--- src/rtl/gm_hook_pkg.sv ---
// Shared types and constants for the hook motion controller and its draw stage.
package gm_hook_pkg;

    localparam int DEG_W   = 9;
    localparam int LEN_W   = 10;
    localparam int ARITH_W = 11;
    localparam int MISS_W  = 8;

    localparam int DEF_MIN_DEG      = 10;
    localparam int DEF_MAX_DEG      = 150;
    localparam int DEF_RESET_DEG    = 80;
    localparam int DEF_SWING_STEP   = 2;
    localparam int DEF_MIN_LEN      = 20;
    localparam int DEF_MAX_LEN      = 250;
    localparam int DEF_EXTEND_STEP  = 4;
    localparam int DEF_RETRACT_FAST = 4;
    localparam int DEF_RETRACT_SLOW = 1;

    typedef enum logic [1:0] {
        SWING   = 2'd0,
        EXTEND  = 2'd1,
        RETRACT = 2'd2
    } motion_state_t;

    typedef enum logic {
        D_IDLE = 1'b0,
        D_WAIT = 1'b1
    } draw_state_t;

endpackage

--- src/rtl/hook_draw_handshake.sv ---
// Draw-stage handshake: accepts one frame tick per draw, pulses draw_enable
// and counts ticks dropped while a draw is outstanding.
module hook_draw_handshake
    import gm_hook_pkg::*;
(
    input  logic              clock,
    input  logic              reset,
    input  logic              frame_tick,
    input  logic              draw_done,
    output logic              accept,
    output logic              draw_enable,
    output logic [MISS_W-1:0] missed_frames
);

    draw_state_t state, state_n;

    // NOTE: every signal written here gets a default first so no latch is inferred.
    always_comb begin
        state_n = state;
        accept  = 1'b0;
        case (state)
            D_IDLE: begin
                if (frame_tick) begin
                    accept  = 1'b1;
                    state_n = D_WAIT;
                end
            end
            D_WAIT: begin
                if (draw_done) state_n = D_IDLE;
            end
            default: state_n = D_IDLE;
        endcase
    end

    // NOTE: sequential state uses non-blocking assignments so all registers update together.
    always_ff @(posedge clock or posedge reset) begin
        if (reset) begin
            state         <= D_IDLE;
            draw_enable   <= 1'b0;
            missed_frames <= '0;
        end else begin
            state       <= state_n;
            draw_enable <= accept;
            // A tick coinciding with draw_done is still dropped: the stage was busy that cycle.
            if (frame_tick && state == D_WAIT && missed_frames != {MISS_W{1'b1}})
                missed_frames <= missed_frames + 1'b1;
        end
    end

endmodule

--- src/rtl/hook_motion_ctrl.sv ---
// Per-frame hook motion: swing, extend on fire, retract (slowly when a heavy
// item is carried), with one draw handshake per accepted frame.
module hook_motion_ctrl
    import gm_hook_pkg::*;
#(
    parameter int MIN_DEG      = DEF_MIN_DEG,
    parameter int MAX_DEG      = DEF_MAX_DEG,
    parameter int RESET_DEG    = DEF_RESET_DEG,
    parameter int SWING_STEP   = DEF_SWING_STEP,
    parameter int MIN_LEN      = DEF_MIN_LEN,
    parameter int MAX_LEN      = DEF_MAX_LEN,
    parameter int EXTEND_STEP  = DEF_EXTEND_STEP,
    parameter int RETRACT_FAST = DEF_RETRACT_FAST,
    parameter int RETRACT_SLOW = DEF_RETRACT_SLOW
) (
    input  logic              clock,
    input  logic              reset,
    input  logic              frame_tick,
    input  logic              fire,
    input  logic              hit,
    input  logic              heavy,
    input  logic              draw_done,
    output logic [DEG_W-1:0]  degree,
    output logic [LEN_W-1:0]  length,
    output logic              draw_enable,
    output logic              grabbed,
    output logic              catch_done,
    output logic [MISS_W-1:0] missed_frames
);

    localparam logic [ARITH_W-1:0] MIN_DEG_A   = ARITH_W'(MIN_DEG);
    localparam logic [ARITH_W-1:0] MAX_DEG_A   = ARITH_W'(MAX_DEG);
    localparam logic [ARITH_W-1:0] SWING_A     = ARITH_W'(SWING_STEP);
    localparam logic [ARITH_W-1:0] MIN_LEN_A   = ARITH_W'(MIN_LEN);
    localparam logic [ARITH_W-1:0] MAX_LEN_A   = ARITH_W'(MAX_LEN);
    localparam logic [ARITH_W-1:0] EXTEND_A    = ARITH_W'(EXTEND_STEP);
    localparam logic [ARITH_W-1:0] RET_FAST_A  = ARITH_W'(RETRACT_FAST);
    localparam logic [ARITH_W-1:0] RET_SLOW_A  = ARITH_W'(RETRACT_SLOW);

    motion_state_t    state, state_n;
    logic [DEG_W-1:0] degree_n;
    logic [LEN_W-1:0] length_n;
    logic             dir, dir_n;
    logic             grabbed_n, catch_n;
    logic             heavy_l, heavy_n;
    logic             fire_pending, fire_n;
    logic             hit_pending, hit_n;
    logic             accept;

    logic [ARITH_W-1:0] deg_a, len_a, ret_step;

    hook_draw_handshake u_handshake (
        .clock         (clock),
        .reset         (reset),
        .frame_tick    (frame_tick),
        .draw_done     (draw_done),
        .accept        (accept),
        .draw_enable   (draw_enable),
        .missed_frames (missed_frames)
    );

    assign deg_a    = ARITH_W'(degree);
    assign len_a    = ARITH_W'(length);
    assign ret_step = (grabbed && heavy_l) ? RET_SLOW_A : RET_FAST_A;

    always_comb begin
        state_n   = state;
        degree_n  = degree;
        length_n  = length;
        dir_n     = dir;
        grabbed_n = grabbed;
        heavy_n   = heavy_l;
        fire_n    = fire_pending;
        hit_n     = hit_pending;
        catch_n   = 1'b0;
        case (state)
            SWING: begin
                length_n = LEN_W'(MIN_LEN_A);
                if (accept && fire_pending) begin
                    state_n = EXTEND;
                    fire_n  = 1'b0;
                end else begin
                    if (fire) fire_n = 1'b1;
                    if (accept) begin
                        // Reaching a bound counts as hitting it: clamp and reverse.
                        if (dir) begin
                            if (deg_a + SWING_A >= MAX_DEG_A) begin
                                degree_n = DEG_W'(MAX_DEG_A);
                                dir_n    = 1'b0;
                            end else begin
                                degree_n = DEG_W'(deg_a + SWING_A);
                            end
                        end else begin
                            if (deg_a <= MIN_DEG_A + SWING_A) begin
                                degree_n = DEG_W'(MIN_DEG_A);
                                dir_n    = 1'b1;
                            end else begin
                                degree_n = DEG_W'(deg_a - SWING_A);
                            end
                        end
                    end
                end
            end
            EXTEND: begin
                if (hit) begin
                    hit_n   = 1'b1;
                    heavy_n = heavy;
                end
                if (accept) begin
                    if (hit_pending) begin
                        grabbed_n = 1'b1;
                        state_n   = RETRACT;
                        hit_n     = 1'b0;
                    end else if (len_a + EXTEND_A >= MAX_LEN_A) begin
                        length_n = LEN_W'(MAX_LEN_A);
                        state_n  = RETRACT;
                        hit_n    = 1'b0;
                    end else begin
                        length_n = LEN_W'(len_a + EXTEND_A);
                    end
                end
            end
            RETRACT: begin
                if (accept) begin
                    if (len_a <= MIN_LEN_A + ret_step) begin
                        length_n  = LEN_W'(MIN_LEN_A);
                        state_n   = SWING;
                        catch_n   = grabbed;
                        grabbed_n = 1'b0;
                        heavy_n   = 1'b0;
                    end else begin
                        length_n = LEN_W'(len_a - ret_step);
                    end
                end
            end
            default: state_n = SWING;
        endcase
    end

    always_ff @(posedge clock or posedge reset) begin
        if (reset) begin
            state        <= SWING;
            degree       <= DEG_W'(RESET_DEG);
            length       <= LEN_W'(MIN_LEN);
            dir          <= 1'b1;
            grabbed      <= 1'b0;
            heavy_l      <= 1'b0;
            fire_pending <= 1'b0;
            hit_pending  <= 1'b0;
            catch_done   <= 1'b0;
        end else begin
            state        <= state_n;
            degree       <= degree_n;
            length       <= length_n;
            dir          <= dir_n;
            grabbed      <= grabbed_n;
            heavy_l      <= heavy_n;
            fire_pending <= fire_n;
            hit_pending  <= hit_n;
            catch_done   <= catch_n;
        end
    end

endmodule

--- config.mk ---
export PLATFORM = sky130hd
export DESIGN_NAME = hook_motion_ctrl
export DESIGN_NICKNAME = d
export VERILOG_FILES = /design/src/rtl/gm_hook_pkg.sv /design/src/rtl/hook_draw_handshake.sv /design/src/rtl/hook_motion_ctrl.sv
export SDC_FILE = /design/constraint.sdc
export NUM_CORES = 1
export LEC_CHECK = 0
export ABC_AREA = 1
export BUFFER_PORTS_ARGS = -buffer_cell sky130_fd_sc_hd__clkbuf_2
export CELL_PAD_IN_SITES_DETAIL_PLACEMENT = 0
export CELL_PAD_IN_SITES_GLOBAL_PLACEMENT = 2
export CORE_MARGIN = 4
export CORE_UTILIZATION = 35
export DETAILED_ROUTE_END_ITERATION = 8
export PLACE_DENSITY = 0.84
export SYNTH_ARGS = -nofsm -noshare
export SYNTH_HDL_FRONTEND = slang
export SYNTH_SLANG_ARGS = --single-unit
--- constraint.sdc ---
create_clock -name clock -period 5.39 [get_ports clock]
set_clock_uncertainty 0.2 [all_clocks]
set_input_delay 1.078 -clock clock [delete_from_list [all_inputs] [get_ports clock]]
set_output_delay 1.078 -clock clock [all_outputs]
set_load 0.01 [all_outputs]
==> run summary <==
The clock network burns 14.5% of the power. TritonCTS built the clock tree. Synthesis produced a netlist with a net count of 398.

In the final layout, the share of cells above drive strength 1 is 21.5%. For this block, the routed nets add up to 6.57 mm of wire. The final weighted congestion in routability-driven placement was 0.843. The number of nets with antenna violations after routing came out at 0. Registers take 907 um2. Walking the worst path, the cells encountered are clkbuf_2.

The cell type of the slowest stage on the worst timing path was sky130_fd_sc_hd__dfstp_2. The logs give 5 for the total clock buffers created by CTS and 94 for the violation count after the first detailed-routing iteration. The cell at the root of the clock tree is sky130_fd_sc_hd__clkbuf_8. The wire-length estimate of the detail-placed layout is 5.03 mm.

Synthesis produced a netlist whose cell count is 377. The async set-reset flop share out of synthesis was 100%; the relative contribution of sequential cells to total power was 30.3%. After detailed routing, the number of vias per cell comes to 4.79. The mapped netlist covers 2690 um2. The buffering stage count on the worst path with inverters included was 1; the count of unresolved DRC violations after routing was 0. The number of clock sinks was 36.

Counting distinct cell types in the post-synthesis netlist gives 38. The count of input and output buffers is 35, and the final setup violation count is 0. For this design the static power due to leakage is 1.61 nW. The worst setup path is of the register to output pin kind. Post-CTS timing repair inserted 0 buffers for setup. For the hold violation total from the final report, the log shows 0. The worst setup path is captured at an output pin. The startpoint class of the critical path is a register. Clock latency on the worst-skew pair: 0.29 ns.

Prior to clock tree synthesis, the placed netlist has a worst setup slack of 2.85 ns. The logs give 1.15 ns for the signal arrival time at the worst endpoint and 9160 um2 for the floorplan die area. Final critical delay including setup and external delays: 2.43 ns. The layout filler cell count was 791; the first-pass GRT wire length was 11.1 mm. In this run the tightest slew margin relative to its limit is 64.1%. Summed over all failing endpoints, the final setup total negative slack is 0 ns. In this run switching power makes up 50.1% of total power. The first TritonRoute pass finished after 4 iterations. For this run, the leading register cell type out of synthesis is sky130_fd_sc_hd__dfrtp_1.

Of the available clock period, the critical path in the final layout requires 45.1%. The worst min-delay path category was register to register. The net count of the finished layout is 434. For this design the total switching power over the nets is 0.834 mW. The floorplan step set the die width to 95.7 um. Excluding fillers, the count of instances in the completed layout stands at 513. The run finished with clean final reports.

The tools report the final count of pins violating max slew as 0. The worst path meets setup with 2.96 ns of slack. Global-route total usage across every layer: 15.3%. The synthesized area per cell was 7.14 um2; the I/O pin total was 37. In this run the worst path has a maximum fanout of 11.

The run gives 0 as the initial antenna violation count. The worst-case IR drop observed on VDD is 0.000198 V. Via count of the first global-routing pass: 2,322. The count of yosys warnings during synthesis was 0; the total power density per cell area was 546 nW/um2.

The synthesized flop and latch total works out to 36. The cell family contributing the most delay on the critical path is flip-flops. Summing the sequential cell areas from Yosys gives 33.7% of the chip area. The achievable clock frequency is 0.412 GHz.

Entering global routing, the biggest net connects 37 pins. The starting utilization of the core area was 36.5%. For the overall overflow remaining after global route, the log shows 0.

Setup repair after global routing left no endpoint under its margin. In the final routed layout, each cell accounts on average for 12.8 um. The max-cap check violation count was 0; the CTS H-tree depth was 2.

The die extent in y is 95.7 um. The total power came out at 1.67 mW. For the detailed-route via count, the log shows 2,457. The clock passes through at most 2 buffers.

For the pin with the worst max-slew slack, the measured transition is 0.538 ns. The multi-input gate area in the final layout was 1540 um2. Of the total power, combinational logic draws 55.2%. 0 antenna diodes ended up in the layout. The clock input transition at the sequential cells of the worst setup and hold paths was 0.08 ns. Delay of the slowest cell on the worst path: 0.68 ns. Internal power comes to 0.833 mW. Once the clock tree was built, the resizer swapped 0 gates to a different size. The number of flops mapped to enable cells by yosys is 0.

The number of cells in the design after placement is 505, and the data required time at the worst endpoint is 4.11 ns. The floorplan has 31 rows. The area added between synthesis and finish is 13.4%, and the number of buffers inserted by hold repair at cts is 0. The core region area came out at 7370 um2.
[cells by family after synthesis]
family	after synthesis	share of synthesized area [%]
and+or+nand+nor	211	36.4
buffers and inverters	57	9.11
AOI/OAI and AO/OA	44	9.58
DFF	36	33.7
xor gates and xnor gates	14	4.56
adders and majority gates	14	6.51
other	1	0.139
[through the flow]
step | instance area [um2] | hold WS, ns | util, %
2_1_floorplan | 2690 | 0.267 | -
3_5_place_dp | 2940 | 0.294 | 39.9
4_1_cts | 3050 | 0.312 | 41.4
6_report | 3050 | 0.309 | 41.4
5_1_grt | 3050 | 0.346 | 41.4
3_3_place_gp | 2940 | 0.293 | 39.9
[sequential cells by signal, summed over array words and instances, names as in the netlist]
signal and count:
length 10, degree 8, u_handshake.missed_frames 8, state 2, catch_done 1, dir 1, fire_pending 1, grabbed 1
heavy_l 1, hit_pending 1, u_handshake.draw_enable 1, u_handshake.state 1
[final timing paths]
| check | startpoint | end | slack [ns] | cells past startpoint |
|---|---|---|---|---|
| worst max-delay path | degree[4]$_DFFE_PP1P_ | degree[4] | 2.96 | 1 |
| worst min-delay path | state[0]$_DFFE_PP0P_ | state[0]$_DFFE_PP0P_ | 0.31 | 2 |
| worst max register to register | state[1]$_DFFE_PP0P_ | length[2]$_DFFE_PP1P_ | 3.10 | 11 |
| worst min register to register | state[0]$_DFFE_PP0P_ | state[0]$_DFFE_PP0P_ | 0.31 | 2 |
| max in group asynchronous | reset | length[4]$_DFFE_PP1P_ | 3.96 | 3 |
| min in group asynchronous | reset | u_handshake.state$_DFF_PP0_ | 0.67 | 3 |
[routing by layer]
layer	GRT usage, %	routed length (um)	vias to the layer above
met5	0	0	-
met4	4.62	99	0
li1	-	-	1273
met3	2.35	225	7
met1	20.9	3190	1132
met2	25.0	3060	45
[layout by cell type (no fill, tap or decap), types with 6 or more instances in the layout]
master                      n
sky130_fd_sc_hd__nand2_2   13
sky130_fd_sc_hd__nand3_1   30
sky130_fd_sc_hd__inv_1     44
sky130_fd_sc_hd__nand4_1   10
sky130_fd_sc_hd__nand2_1   97
sky130_fd_sc_hd__a21oi_1   13
sky130_fd_sc_hd__ha_1      14
sky130_fd_sc_hd__dfrtp_1   31
sky130_fd_sc_hd__o21ai_0   13
sky130_fd_sc_hd__nor2_1    40
sky130_fd_sc_hd__clkbuf_2  35
sky130_fd_sc_hd__xor2_1    10
sky130_fd_sc_hd__o21ai_1    6
[power groups by stage]
stage	logic (mW)	registers, mW	clock network [mW]
floorplan	0.706	0.487	0
global placement	0.936	0.510	0
detailed placement	0.928	0.511	0
CTS	0.933	0.506	0.250
global route	1.06	0.527	0.262
finish	0.921	0.505	0.241
[synthesized netlist by cell type, types with 2 or more instances]
cell / n / area, um2
sky130_fd_sc_hd__buf_6: 2 / 22.5
sky130_fd_sc_hd__nand2_2: 13 / 81.3
sky130_fd_sc_hd__nor2_4: 4 / 45.0
sky130_fd_sc_hd__nor2_2: 5 / 31.3
sky130_fd_sc_hd__nand4_1: 10 / 62.6
sky130_fd_sc_hd__o21ai_1: 6 / 30.0
sky130_fd_sc_hd__o22ai_1: 2 / 12.5
sky130_fd_sc_hd__nand2_1: 97 / 364
sky130_fd_sc_hd__dfstp_2: 5 / 131
sky130_fd_sc_hd__nand3_1: 30 / 150
sky130_fd_sc_hd__a21oi_1: 13 / 65.1
sky130_fd_sc_hd__nand2_4: 2 / 22.5
sky130_fd_sc_hd__buf_4: 4 / 30.0
sky130_fd_sc_hd__nor3_1: 3 / 15.0
sky130_fd_sc_hd__inv_1: 44 / 165
sky130_fd_sc_hd__or2_2: 2 / 12.5
sky130_fd_sc_hd__o21ai_0: 13 / 65.1
sky130_fd_sc_hd__nand3_2: 2 / 20.0
sky130_fd_sc_hd__nor2_1: 40 / 150
sky130_fd_sc_hd__dfrtp_1: 31 / 776
sky130_fd_sc_hd__a21oi_2: 3 / 26.3
sky130_fd_sc_hd__inv_2: 5 / 18.8
sky130_fd_sc_hd__xnor2_1: 4 / 35.0
sky130_fd_sc_hd__xor2_1: 10 / 87.6
sky130_fd_sc_hd__ha_1: 14 / 175
[final cells by class]
type	count	share of cell area, %
clock buffer	5	2.25
clock inverter	3	1.39
inverter	50	6.19
multi-input combinational	284	50.4
sequential	36	29.7
tap	99	4.06
timing repair buffer	36	5.98
[worst register-to-register path: cells and delay by family (launching register included)]
family	cells	cell delay [ns]
compound gates	1	0.11
fa+ha+maj	1	0.48
buf+inv	4	0.50
flops	1	0.41
simple gates	5	0.54
(Power assumes the default switching activity.)
